[config.mk]
export PLATFORM = sky130hd
export DESIGN_NAME = score_overlay_flat
export DESIGN_NICKNAME = d
export VERILOG_FILES = /design/src/rtl/score_overlay_if.sv /design/src/rtl/score_overlay.sv /design/src/flat_wrapper.sv
export SDC_FILE = /design/constraint.sdc
export NUM_CORES = 1
export LEC_CHECK = 0
export CAP_MARGIN = 0
export CORE_ASPECT_RATIO = 1.2
export CORE_MARGIN = 10
export CORE_UTILIZATION = 46
export DETAILED_ROUTE_END_ITERATION = 8
export PLACE_DENSITY = 0.74
export SLEW_MARGIN = 20
export SYNTH_ARGS = -nofsm -noshare
export SYNTH_HDL_FRONTEND = slang
export SYNTH_SLANG_ARGS = --single-unit
[constraint.sdc]
create_clock -name clk -period 3.8 [get_ports clk]
set_clock_uncertainty 0.1 [all_clocks]
set_input_delay 0.76 -clock clk [delete_from_list [all_inputs] [get_ports clk]]
set_output_delay 0.76 -clock clk [all_outputs]
set_load 0.01 [all_outputs]
[src/rtl/score_overlay_if.sv]
// Digit-ROM pixel bus between the score overlay (initiator) and the digit ROM/mux.
// The initiator presents a glyph address and digit value each pixel.
// The ROM answers with the glyph pixel a fixed number of cycles later.
interface score_overlay_if;
    logic [19:0] digit_rom_addr;
    logic [7:0]  digit_sel;
    logic [11:0] digit_rgb;

    modport master (output digit_rom_addr, output digit_sel, input digit_rgb);
    modport slave  (input digit_rom_addr, input digit_sel, output digit_rgb);
endinterface

[src/rtl/score_overlay.sv]
// Two-digit BCD score counter with a frame-synchronous display latch.
// Overlays the score glyphs onto the VGA stream. Timing and pixel data are
// delayed so that they line up with the digit ROM's fixed read latency.
module score_overlay #(
    parameter int          XPOS       = 16,
    parameter int          YPOS       = 16,
    parameter int          DIG_W      = 32,
    parameter int          DIG_H      = 48,
    parameter int          ROM_LAT    = 2,
    parameter int          MAX_SCORE  = 99,
    parameter logic [11:0] KEY_COLOR  = 12'h0F0,
    parameter bit          LEAD_BLANK = 1'b1
) (
    input  logic                   clk,
    input  logic                   rst,
    input  logic                   cheese_eaten,
    input  logic                   score_clr,
    input  logic [10:0]            hcount_in,
    input  logic [10:0]            vcount_in,
    input  logic                   hsync_in,
    input  logic                   vsync_in,
    input  logic                   hblnk_in,
    input  logic                   vblnk_in,
    input  logic [11:0]            rgb_in,
    score_overlay_if.master        rom,
    output logic [6:0]             score_bin,
    output logic [10:0]            hcount_out,
    output logic [10:0]            vcount_out,
    output logic                   hsync_out,
    output logic                   vsync_out,
    output logic                   hblnk_out,
    output logic                   vblnk_out,
    output logic [11:0]            rgb_out
);
    // Stages ahead of the output register; the last one meets the ROM data.
    localparam int          DEPTH   = ROM_LAT + 1;
    localparam logic [10:0] TENS_X0 = 11'(XPOS);
    localparam logic [10:0] ONES_X0 = 11'(XPOS + DIG_W);
    localparam logic [10:0] ONES_X1 = 11'(XPOS + 2 * DIG_W);
    localparam logic [10:0] Y0      = 11'(YPOS);
    localparam logic [10:0] Y1      = 11'(YPOS + DIG_H);
    localparam logic [6:0]  MAX_BIN = 7'(MAX_SCORE);
    localparam logic [19:0] STRIDE  = 20'(DIG_W);

    typedef struct packed {
        logic [10:0] hcount;
        logic [10:0] vcount;
        logic        hsync;
        logic        vsync;
        logic        hblnk;
        logic        vblnk;
        logic [11:0] rgb;
    } vid_t;

    typedef struct packed {
        vid_t vid;
        logic in_region;
        logic blank_digit;
    } pix_t;

    logic       cheese_prev_q, cheese_prev_d;
    logic       vblnk_prev_q, vblnk_prev_d;
    logic [3:0] ones_q, ones_d, tens_q, tens_d;
    logic [6:0] score_q, score_d;
    logic [3:0] disp_ones_q, disp_ones_d, disp_tens_q, disp_tens_d;

    // Score counter on the rising edge of cheese_eaten; clear beats increment.
    // The display copy follows the live score only at the start of vertical blanking.
    always_comb begin
        cheese_prev_d = cheese_eaten;
        vblnk_prev_d  = vblnk_in;
        ones_d        = ones_q;
        tens_d        = tens_q;
        score_d       = score_q;
        disp_ones_d   = disp_ones_q;
        disp_tens_d   = disp_tens_q;
        if (score_clr) begin
            ones_d  = 4'd0;
            tens_d  = 4'd0;
            score_d = 7'd0;
        end else if (cheese_eaten && !cheese_prev_q && (score_q < MAX_BIN)) begin
            score_d = score_q + 7'd1;
            if (ones_q == 4'd9) begin
                ones_d = 4'd0;
                tens_d = tens_q + 4'd1;
            end else begin
                ones_d = ones_q + 4'd1;
            end
        end
        if (vblnk_in && !vblnk_prev_q) begin
            disp_ones_d = ones_q;
            disp_tens_d = tens_q;
        end
    end

    // Score and display-latch state registers.
    always_ff @(posedge clk) begin
        if (rst) begin
            cheese_prev_q <= 1'b0;
            vblnk_prev_q  <= 1'b0;
            ones_q        <= 4'd0;
            tens_q        <= 4'd0;
            score_q       <= 7'd0;
            disp_ones_q   <= 4'd0;
            disp_tens_q   <= 4'd0;
        end else begin
            cheese_prev_q <= cheese_prev_d;
            vblnk_prev_q  <= vblnk_prev_d;
            ones_q        <= ones_d;
            tens_q        <= tens_d;
            score_q       <= score_d;
            disp_ones_q   <= disp_ones_d;
            disp_tens_q   <= disp_tens_d;
        end
    end

    logic        in_tens, in_ones;
    logic [10:0] col, row;
    logic [19:0] addr_q, addr_d;
    logic [7:0]  sel_q, sel_d;
    pix_t        pipe_q [DEPTH];
    pix_t        pipe_d [DEPTH];

    // Region decode and glyph addressing (stage 1), then plain delay stages.
    always_comb begin
        in_tens = (hcount_in >= TENS_X0) && (hcount_in < ONES_X0) &&
                  (vcount_in >= Y0) && (vcount_in < Y1);
        in_ones = (hcount_in >= ONES_X0) && (hcount_in < ONES_X1) &&
                  (vcount_in >= Y0) && (vcount_in < Y1);
        row     = vcount_in - Y0;
        col     = in_ones ? (hcount_in - ONES_X0) : (hcount_in - TENS_X0);
        addr_d  = 20'd0;
        sel_d   = 8'd0;
        if (in_tens || in_ones) begin
            addr_d = {9'd0, row} * STRIDE + {9'd0, col};
        end
        if (in_tens) begin
            sel_d = {4'd0, disp_tens_q};
        end else if (in_ones) begin
            sel_d = {4'd0, disp_ones_q};
        end
        pipe_d[0].vid.hcount   = hcount_in;
        pipe_d[0].vid.vcount   = vcount_in;
        pipe_d[0].vid.hsync    = hsync_in;
        pipe_d[0].vid.vsync    = vsync_in;
        pipe_d[0].vid.hblnk    = hblnk_in;
        pipe_d[0].vid.vblnk    = vblnk_in;
        pipe_d[0].vid.rgb      = rgb_in;
        pipe_d[0].in_region    = in_tens || in_ones;
        pipe_d[0].blank_digit  = LEAD_BLANK && in_tens && (disp_tens_q == 4'd0);
        for (int i = 1; i < DEPTH; i++) begin
            pipe_d[i] = pipe_q[i - 1];
        end
    end

    // Stage-1 ROM request and the timing/flag delay line.
    always_ff @(posedge clk) begin
        if (rst) begin
            addr_q <= 20'd0;
            sel_q  <= 8'd0;
            for (int i = 0; i < DEPTH; i++) begin
                pipe_q[i] <= '0;
            end
        end else begin
            addr_q <= addr_d;
            sel_q  <= sel_d;
            for (int i = 0; i < DEPTH; i++) begin
                pipe_q[i] <= pipe_d[i];
            end
        end
    end

    vid_t out_q, out_d;

    // Final mux: blanking forces black, an opaque glyph pixel overrides the stream.
    always_comb begin
        out_d = pipe_q[DEPTH - 1].vid;
        if (pipe_q[DEPTH - 1].vid.hblnk || pipe_q[DEPTH - 1].vid.vblnk) begin
            out_d.rgb = 12'd0;
        end else if (pipe_q[DEPTH - 1].in_region && !pipe_q[DEPTH - 1].blank_digit &&
                     (rom.digit_rgb != KEY_COLOR)) begin
            out_d.rgb = rom.digit_rgb;
        end
    end

    // Output register stage.
    always_ff @(posedge clk) begin
        if (rst) begin
            out_q <= '0;
        end else begin
            out_q <= out_d;
        end
    end

    assign rom.digit_rom_addr = addr_q;
    assign rom.digit_sel      = sel_q;
    assign score_bin          = score_q;
    assign hcount_out         = out_q.hcount;
    assign vcount_out         = out_q.vcount;
    assign hsync_out          = out_q.hsync;
    assign vsync_out          = out_q.vsync;
    assign hblnk_out          = out_q.hblnk;
    assign vblnk_out          = out_q.vblnk;
    assign rgb_out            = out_q.rgb;
endmodule

[src/flat_wrapper.sv]
// flat-port wrapper written by rule: the top's interface ports become plain ports
module score_overlay_flat 
#(
    parameter int          XPOS       = 16,
    parameter int          YPOS       = 16,
    parameter int          DIG_W      = 32,
    parameter int          DIG_H      = 48,
    parameter int          ROM_LAT    = 2,
    parameter int          MAX_SCORE  = 99,
    parameter logic [11:0] KEY_COLOR  = 12'h0F0,
    parameter bit          LEAD_BLANK = 1'b1
)
  (clk, rst, cheese_eaten, score_clr, hcount_in, vcount_in, hsync_in, vsync_in, hblnk_in, vblnk_in, rgb_in, score_bin, hcount_out, vcount_out, hsync_out, vsync_out, hblnk_out, vblnk_out, rgb_out, rom_digit_rom_addr, rom_digit_sel, rom_digit_rgb);
  score_overlay_if rom_i ();
  input  logic clk;
  input  logic rst;
  input  logic cheese_eaten;
  input  logic score_clr;
  input  logic [10:0] hcount_in;
  input  logic [10:0] vcount_in;
  input  logic hsync_in;
  input  logic vsync_in;
  input  logic hblnk_in;
  input  logic vblnk_in;
  input  logic [11:0] rgb_in;
  output logic [6:0] score_bin;
  output logic [10:0] hcount_out;
  output logic [10:0] vcount_out;
  output logic hsync_out;
  output logic vsync_out;
  output logic hblnk_out;
  output logic vblnk_out;
  output logic [11:0] rgb_out;
  output wire logic [$bits(rom_i.digit_rom_addr)-1:0] rom_digit_rom_addr;
  output wire logic [$bits(rom_i.digit_sel)-1:0] rom_digit_sel;
  input wire logic [$bits(rom_i.digit_rgb)-1:0] rom_digit_rgb;
  assign rom_digit_rom_addr = rom_i.digit_rom_addr;
  assign rom_digit_sel = rom_i.digit_sel;
  assign rom_i.digit_rgb = rom_digit_rgb;
  score_overlay #(.XPOS(XPOS), .YPOS(YPOS), .DIG_W(DIG_W), .DIG_H(DIG_H), .ROM_LAT(ROM_LAT), .MAX_SCORE(MAX_SCORE), .KEY_COLOR(KEY_COLOR), .LEAD_BLANK(LEAD_BLANK)) u_core (.clk(clk), .rst(rst), .cheese_eaten(cheese_eaten), .score_clr(score_clr), .hcount_in(hcount_in), .vcount_in(vcount_in), .hsync_in(hsync_in), .vsync_in(vsync_in), .hblnk_in(hblnk_in), .vblnk_in(vblnk_in), .rgb_in(rgb_in), .rom(rom_i), .score_bin(score_bin), .hcount_out(hcount_out), .vcount_out(vcount_out), .hsync_out(hsync_out), .vsync_out(vsync_out), .hblnk_out(hblnk_out), .vblnk_out(vblnk_out), .rgb_out(rgb_out));
endmodule
==> results.txt, run 1 <==
Post-Place Setup Slack - -0.658 ns
Worst setup SP type - input port
Area of the mapped netlist - 6760 um^2
Post-route antenna net violation count - 0
Yosys reg bits - 203
Number of synthesized flops with an enable pin - 0
Final-report hold violation count - 0
Synth-to-Final Area Change - 34.2%
Final core occ - 0.629
Clk buf depth - 3
# port buffers - 119
Yosys warnings - 0
Latest clock arrival within the worst-skew pair - 0.48 ns
Ports - 127
Initial antenna violation count - 0
Commonest cells post-synth - 203 x dfxtp_1, 141 x nor2b_1, 60 x nor2_1
Fin. max-slew vios - 0
TritonCTS clock tree - yes
Vias in the first global route - 4,545
Fraction of synthesized area in multiplexers - 0.0400
Root Buffer Master - clkbuf_16
Sequential cell area fraction in the yosys report - 0.602
Mapped Cells - 620
H-tree depth - 1
Overall power - 4.36 mW
Largest area contributor in the netlist - dfxtp_1
Area after DPL - 8330 um^2
Worst hold slack - 0.328 ns
Largest family of logic cells by synthesized area - simple AND/OR/NAND/NOR gates
# setup viols final - 0
Setup crit end kind - flop
Cts hold-fix bufs - 0
Synth Area in XOR/XNOR - 0.0272
Design Area, Final - 9070 um^2
Initial Util - 0.469
# DRC - 0
P_leak - 3.62 nW
Yosys cell types - 58
Most frequent cell after synthesis - dfxtp_1
Status - finished, final reports clean
Final worst-path cycle share - 0.963
Async set-reset flop share out of synthesis - 0
HPWL after DPL - 10,400 um
GR Overflow Total - 0
WS Path Type - input port to flop
Drt via density - 4.66
Final std cells w/o fill - 960
Slew margin rel. - 0.429
Synth top area share - 0.602
Post-synth top flop - dfxtp_1
Final WL - 14,100 um
# nets final - 843
CP arrival - 3.96 ns
Max Cap Violations - 0
Die X - 131 um
Drt pass-1 iters - 4
Total negative slack - 0 ns
Peak supply drop - 0.331 mV
Row count - 48
Synth Area in Compound Gates - 0.0352
Fillers - 1,207
DIE AREA - 20,000 um^2
CTS Buf Count - 19
Layout cell share with drive strength beyond 1 - 0.134
N_diodes - 0
Footprint of the multi-input gates - 2580 um^2
Core box area - 14,400 um^2
Die height - 153 um
Placed instance count - 926
Power per cell area - 481 nW/um^2
Largest net degree at the start of global routing - 73
Clock transition at the registers of the reported paths - 0.06 ns
Vias - 4,478
Crit path required time - 4.10 ns
Final Critical Period - 3.66 ns
HP Class - flop to flop
Synth Area in Simple Gates - 0.231
Tot GR Track Use - 0.138
Fmax - 0.273 GHz
Initial DRC Count - 177
Adder-cell share of the synthesized area - 0.0270
Per-cell routed wire length - 14.7 um
First-pass GRT wire length - 22,500 um
CP max FO - 6
Syn_area_per_cell - 10.9 um^2
Top post-synthesis cells by area - dfxtp_1 60%, nor2b_1 13%, mux2i_1 4.0%
Slew @ Worst Pin - 0.856 ns
Final GP Congestion - 0.885
Post-route setup slack - 0.139 ns
Num Clock Sinks - 203
Unrepaired setup endpoints after global routing - false
Sequential Area - 4060 um^2
==> placed cells by master, fill, tap and decap left out, drive strengths merged, types with 3 or more instances in the layout <==
| cell type | synthesis | final |
|---|---|---|
| dfxtp | 203 | 203 |
| nor2b | 142 | 142 |
| clkdlybuf4s50 | 0 | 115 |
| nor2 | 61 | 61 |
| buf | 23 | 48 |
| mux2i | 27 | 27 |
| clkbuf | 15 | 26 |
| inv | 13 | 14 |
| ha | 13 | 13 |
| nand2 | 12 | 12 |
| xor2 | 12 | 12 |
| o21ai | 11 | 11 |
| xnor2 | 9 | 9 |
| nor3 | 8 | 8 |
| conb | 1 | 7 |
| or3 | 6 | 6 |
| and2 | 6 | 6 |
| nor4 | 6 | 6 |
| a21oi | 5 | 5 |
| nand4 | 4 | 4 |
| a31oi | 4 | 4 |
| or4 | 3 | 3 |
| nand2b | 3 | 3 |
| nor4b | 3 | 3 |
| dlymetal6s2s | 0 | 3 |
| nor3b | 3 | 3 |
| clkinv | 0 | 3 |
==> flip-flops by register name (all words and copies together), names as in the netlist <==
signal	count
u_core.vcount_out	11
u_core.disp_ones_q	4
u_core.rom.digit_sel	4
u_core.rom.digit_rom_addr	17
u_core.hsync_out	1
u_core.score_bin	7
u_core.vblnk_out	1
u_core.hblnk_out	1
u_core.pipe_q	120
u_core.vsync_out	1
u_core.ones_q	4
u_core.hcount_out	11
u_core.cheese_prev_q	1
u_core.disp_tens_q	4
u_core.rgb_out	12
u_core.tens_q	4
==> per-layer routing <==
layer / wire length [um] / GRT usage / up-vias
met3: 1140 / 0.0449 / 21
li1: - / - / 2299
met1: 5540 / 0.148 / 2028
met5: 0 / 0 / -
met2: 7120 / 0.244 / 130
met4: 315 / 0.0472 / 0
==> cell families after synthesis <==
| family | count (synthesis) |
|---|---|
| buffers and inverters | 51 |
| adder cells (fa/ha/maj) | 14 |
| AND/OR/NAND/NOR | 268 |
| other | 1 |
| flip-flops | 203 |
| multiplexers | 27 |
| AO/OA/AOI/OAI | 35 |
| XOR/XNOR | 21 |
==> power breakdown <==
| group | internal [mW] | total, mW | leakage, nW | switching [mW] |
|---|---|---|---|---|
| registers | 2.18 | 2.20 | 1.66 | 0.0132 |
| clock network | 1.07 | 1.82 | 0.297 | 0.749 |
| logic | 0.184 | 0.345 | 1.67 | 0.161 |
==> timing repair <==
item | CTS | global route
gates resized for setup | 14 | 12
setup buffers | 3 | 1
setup endpoints to repair | 5 | 8
pin swaps | 13 | 14
==> cell type report <==
| cell class | instances | area share |
|---|---|---|
| clock buffers | 26 | 0.0597 |
| clock inverters | 5 | 0.00676 |
| inverters | 13 | 0.00538 |
| multi-input cells | 372 | 0.285 |
| flip-flops and latches | 203 | 0.448 |
| well taps | 175 | 0.0241 |
| repair buffers | 166 | 0.171 |
==> worst paths after layout <==
check                                                       from  depth (start not counted)  slack [ns]                                  endpoint
worst max-delay path                                vcount_in[2]                         13        0.14  u_core.rom.digit_rom_addr[12]$_SDFF_PP0_
worst min-delay path             u_core.pipe_q[0][71]$_SDFF_PP0_                          1        0.33          u_core.pipe_q[0][111]$_SDFF_PP0_
worst max register to register  u_core.score_bin[1]$_SDFFE_PP0P_                          6        1.61             u_core.tens_q[3]$_SDFFE_PP0P_
worst min register to register   u_core.pipe_q[0][71]$_SDFF_PP0_                          1        0.33          u_core.pipe_q[0][111]$_SDFF_PP0_
==> worst max-delay path: stages <==
cell and delay [ns]:
clkdlybuf4s50_1 0.43, or4b_4 0.53, o21ai_2 0.15, and4b_2 0.31, a21oi_4 0.08, or2_4 0.27, xnor2_1 0.13, ha_1 0.31
a211oi_2 0.09, nor2_2 0.18, o221ai_4 0.17, or3_1 0.39, a31oi_1 0.16
No activity file was read; power rests on OpenSTA's default activity.
==> run 2, diff against run 1 <==
- SETUP_SLACK_MARGIN: default -> 0.15
- SKIP_LAST_GASP: default -> 1
- SLEW_MARGIN: 20 -> 40
==> results.txt, run 2 (synthesis results as in run 1) <==
Sw Share - 0.215
Final std cells w/o fill - 969
Drt via density - 4.63
H-tree depth - 1
Worst hold slack - 0.330 ns
Drt pass-1 iters - 4
Clock Power Share - 0.434
Final Critical Period - 3.57 ns
Ports - 127
Status - finished, final reports clean
Core box area - 14,400 um^2
P_int - 3.53 mW
P_leak - 3.68 nW
Combinational Power Share - 0.078
N_diodes - 0
Final core occ - 0.639
CP max stage delay - 0.45 ns
Initial Util - 0.469
Total negative slack - 0 ns
Crit path cell chain - clkdlybuf4s15_1 -> inv_1 -> ha_2 -> or4b_4 -> o21ai_2 -> and4b_2 -> buf_6 -> nand2_2 -> buf_4 -> a2111o_1 -> nand4_1 -> ha_4 -> or3_4 -> o221ai_4 -> nor2b_1 -> nor2_1 -> nor3_2
Fin. max-slew vios - 0
Peak supply drop - 0.291 mV
Layout cell share with drive strength beyond 1 - 0.149
Max reg flops - 120
Root Buffer Master - clkbuf_16
Sequential Power Share - 0.488
WS Path Type - input port to flop
Per-cell routed wire length - 14.4 um
Initial antenna violation count - 0
Clock transition at the registers of the reported paths - 0.06 ns
Cts hold-fix bufs - 0
Tot GR Track Use - 0.135
CP max FO - 6
# nets final - 851
Die X - 131 um
Worst setup SP type - input port
Final worst-path cycle share - 0.940
# setup viols final - 0
Worst path slowest cell - or4b_4
HPWL after DPL - 10,400 um
Slew margin rel. - 0.492
Crit path required time - 4.06 ns
TritonCTS clock tree - yes
Final WL - 14,000 um
Row count - 48
Setup crit end kind - flop
Sw power - 967 uW
Die height - 153 um
Unrepaired setup endpoints after global routing - false
First-pass GRT wire length - 22,200 um
# port buffers - 119
# DRC - 0
Final-report hold violation count - 0
Placed instance count - 926
Vias in the first global route - 4,476
HP Class - flop to flop
Fmax - 0.280 GHz
Most frequent cells in the layout - 203 x dfxtp_1, 140 x nor2b_1, 112 x clkdlybuf4s50_1
Largest net degree at the start of global routing - 64
Top reg by flops - u_core.pipe_q
CTS Buf Count - 20
Slew @ Worst Pin - 0.761 ns
Final GP Congestion - 0.853
Latest clock arrival within the worst-skew pair - 0.49 ns
Synth-to-Final Area Change - 36.3%
Num Clock Sinks - 203
GR Overflow Total - 0
Initial DRC Count - 212
DIE AREA - 20,000 um^2
Vias - 4,486
Most common cell after layout, fill and taps aside - dfxtp_1
Power per cell area - 489 nW/um^2
CP arrival - 3.83 ns
Critical path's top delay family - simple AND/OR/NAND/NOR gates
Max Cap Violations - 0
Worst path bufs/invs - 4
Clk buf depth - 3
Reg2reg setup slack - 1.50 ns
Overall power - 4.50 mW
Post-route antenna net violation count - 0
run 2: changes by cell type in the layout (fill, tap and decap cells not counted), sizes merged:
| cell | before | now |
|---|---|---|
| clkinv | 3 | 2 |
| bufinv | 1 | 2 |
| dlygate4sd2 | 0 | 2 |
| clkdlybuf4s15 | 0 | 1 |
| clkdlybuf4s50 | 115 | 112 |
| buf | 48 | 55 |
| inv | 14 | 16 |
run 2: metal layers:
| metal | part of all wire | track usage | vias up |
|---|---|---|---|
| li1 | - | - | 2316 |
| met1 | 0.40 | 0.151 | 2041 |
| met2 | 0.51 | 0.238 | 108 |
| met3 | 0.077 | 0.0407 | 21 |
| met4 | 0.016 | 0.0403 | 0 |
| met5 | 0 | 0 | - |
run 2: final timing paths:
path / to / from / cells past startpoint
setup / recovery: u_core.rom.digit_rom_addr[14]$_SDFF_PP0_ / vcount_in[5] / 17
hold / removal: u_core.pipe_q[0][80]$_SDFF_PP0_ / u_core.pipe_q[0][40]$_SDFF_PP0_ / 1
setup reg to reg: u_core.tens_q[3]$_SDFFE_PP0P_ / u_core.score_bin[1]$_SDFFE_PP0P_ / 6
hold reg to reg: u_core.pipe_q[0][80]$_SDFF_PP0_ / u_core.pipe_q[0][40]$_SDFF_PP0_ / 1
run 2: through the flow:
stage          cell area, um^2  worst slack (ns)
2_1_floorplan             6780             0.196
6_report                  9210             0.229
4_1_cts                   9140             0.185
5_1_grt                   9210             0.151
3_5_place_dp              8330            -0.621
3_3_place_gp              8320            -0.483
run 2: what timing repair did:
action | 4_1_cts | 5_1_grt
gates cloned | 0 | 0
setup endpoints to repair | 8 | 8
pin swaps | 16 | 13
gates resized for setup | 24 | 11
setup buffers | 6 | 3
run 2: cell type report:
cell class	count	area, um^2
Fill cell	1170	5210
Sequential cell	203	4060
Multi-Input combinational cell	372	2610
Timing Repair Buffer	173	1600
Clock buffer	26	543
Tap cell	175	219
Clock inverter	7	121
Inverter	13	48.8
run 2: power by group through the flow:
stage | clock, mW | combinational, mW | sequential [mW]
global placement | 0 | 0.312 | 2.24
global route | 2.09 | 0.380 | 2.20
detailed placement | 0 | 0.317 | 2.25
finish | 1.95 | 0.350 | 2.20
CTS | 2.00 | 0.347 | 2.20
floorplan | 0 | 0.169 | 2.25
run 2: worst reg2reg max path, stage by stage, from the launching register on:
cell and delay [ns]:
dfxtp_1 0.36, a2111oi_0 0.63, o211ai_1 0.31, nor3_2 0.41, nand4_1 0.16, xor2_1 0.16, nor2_1 0.05
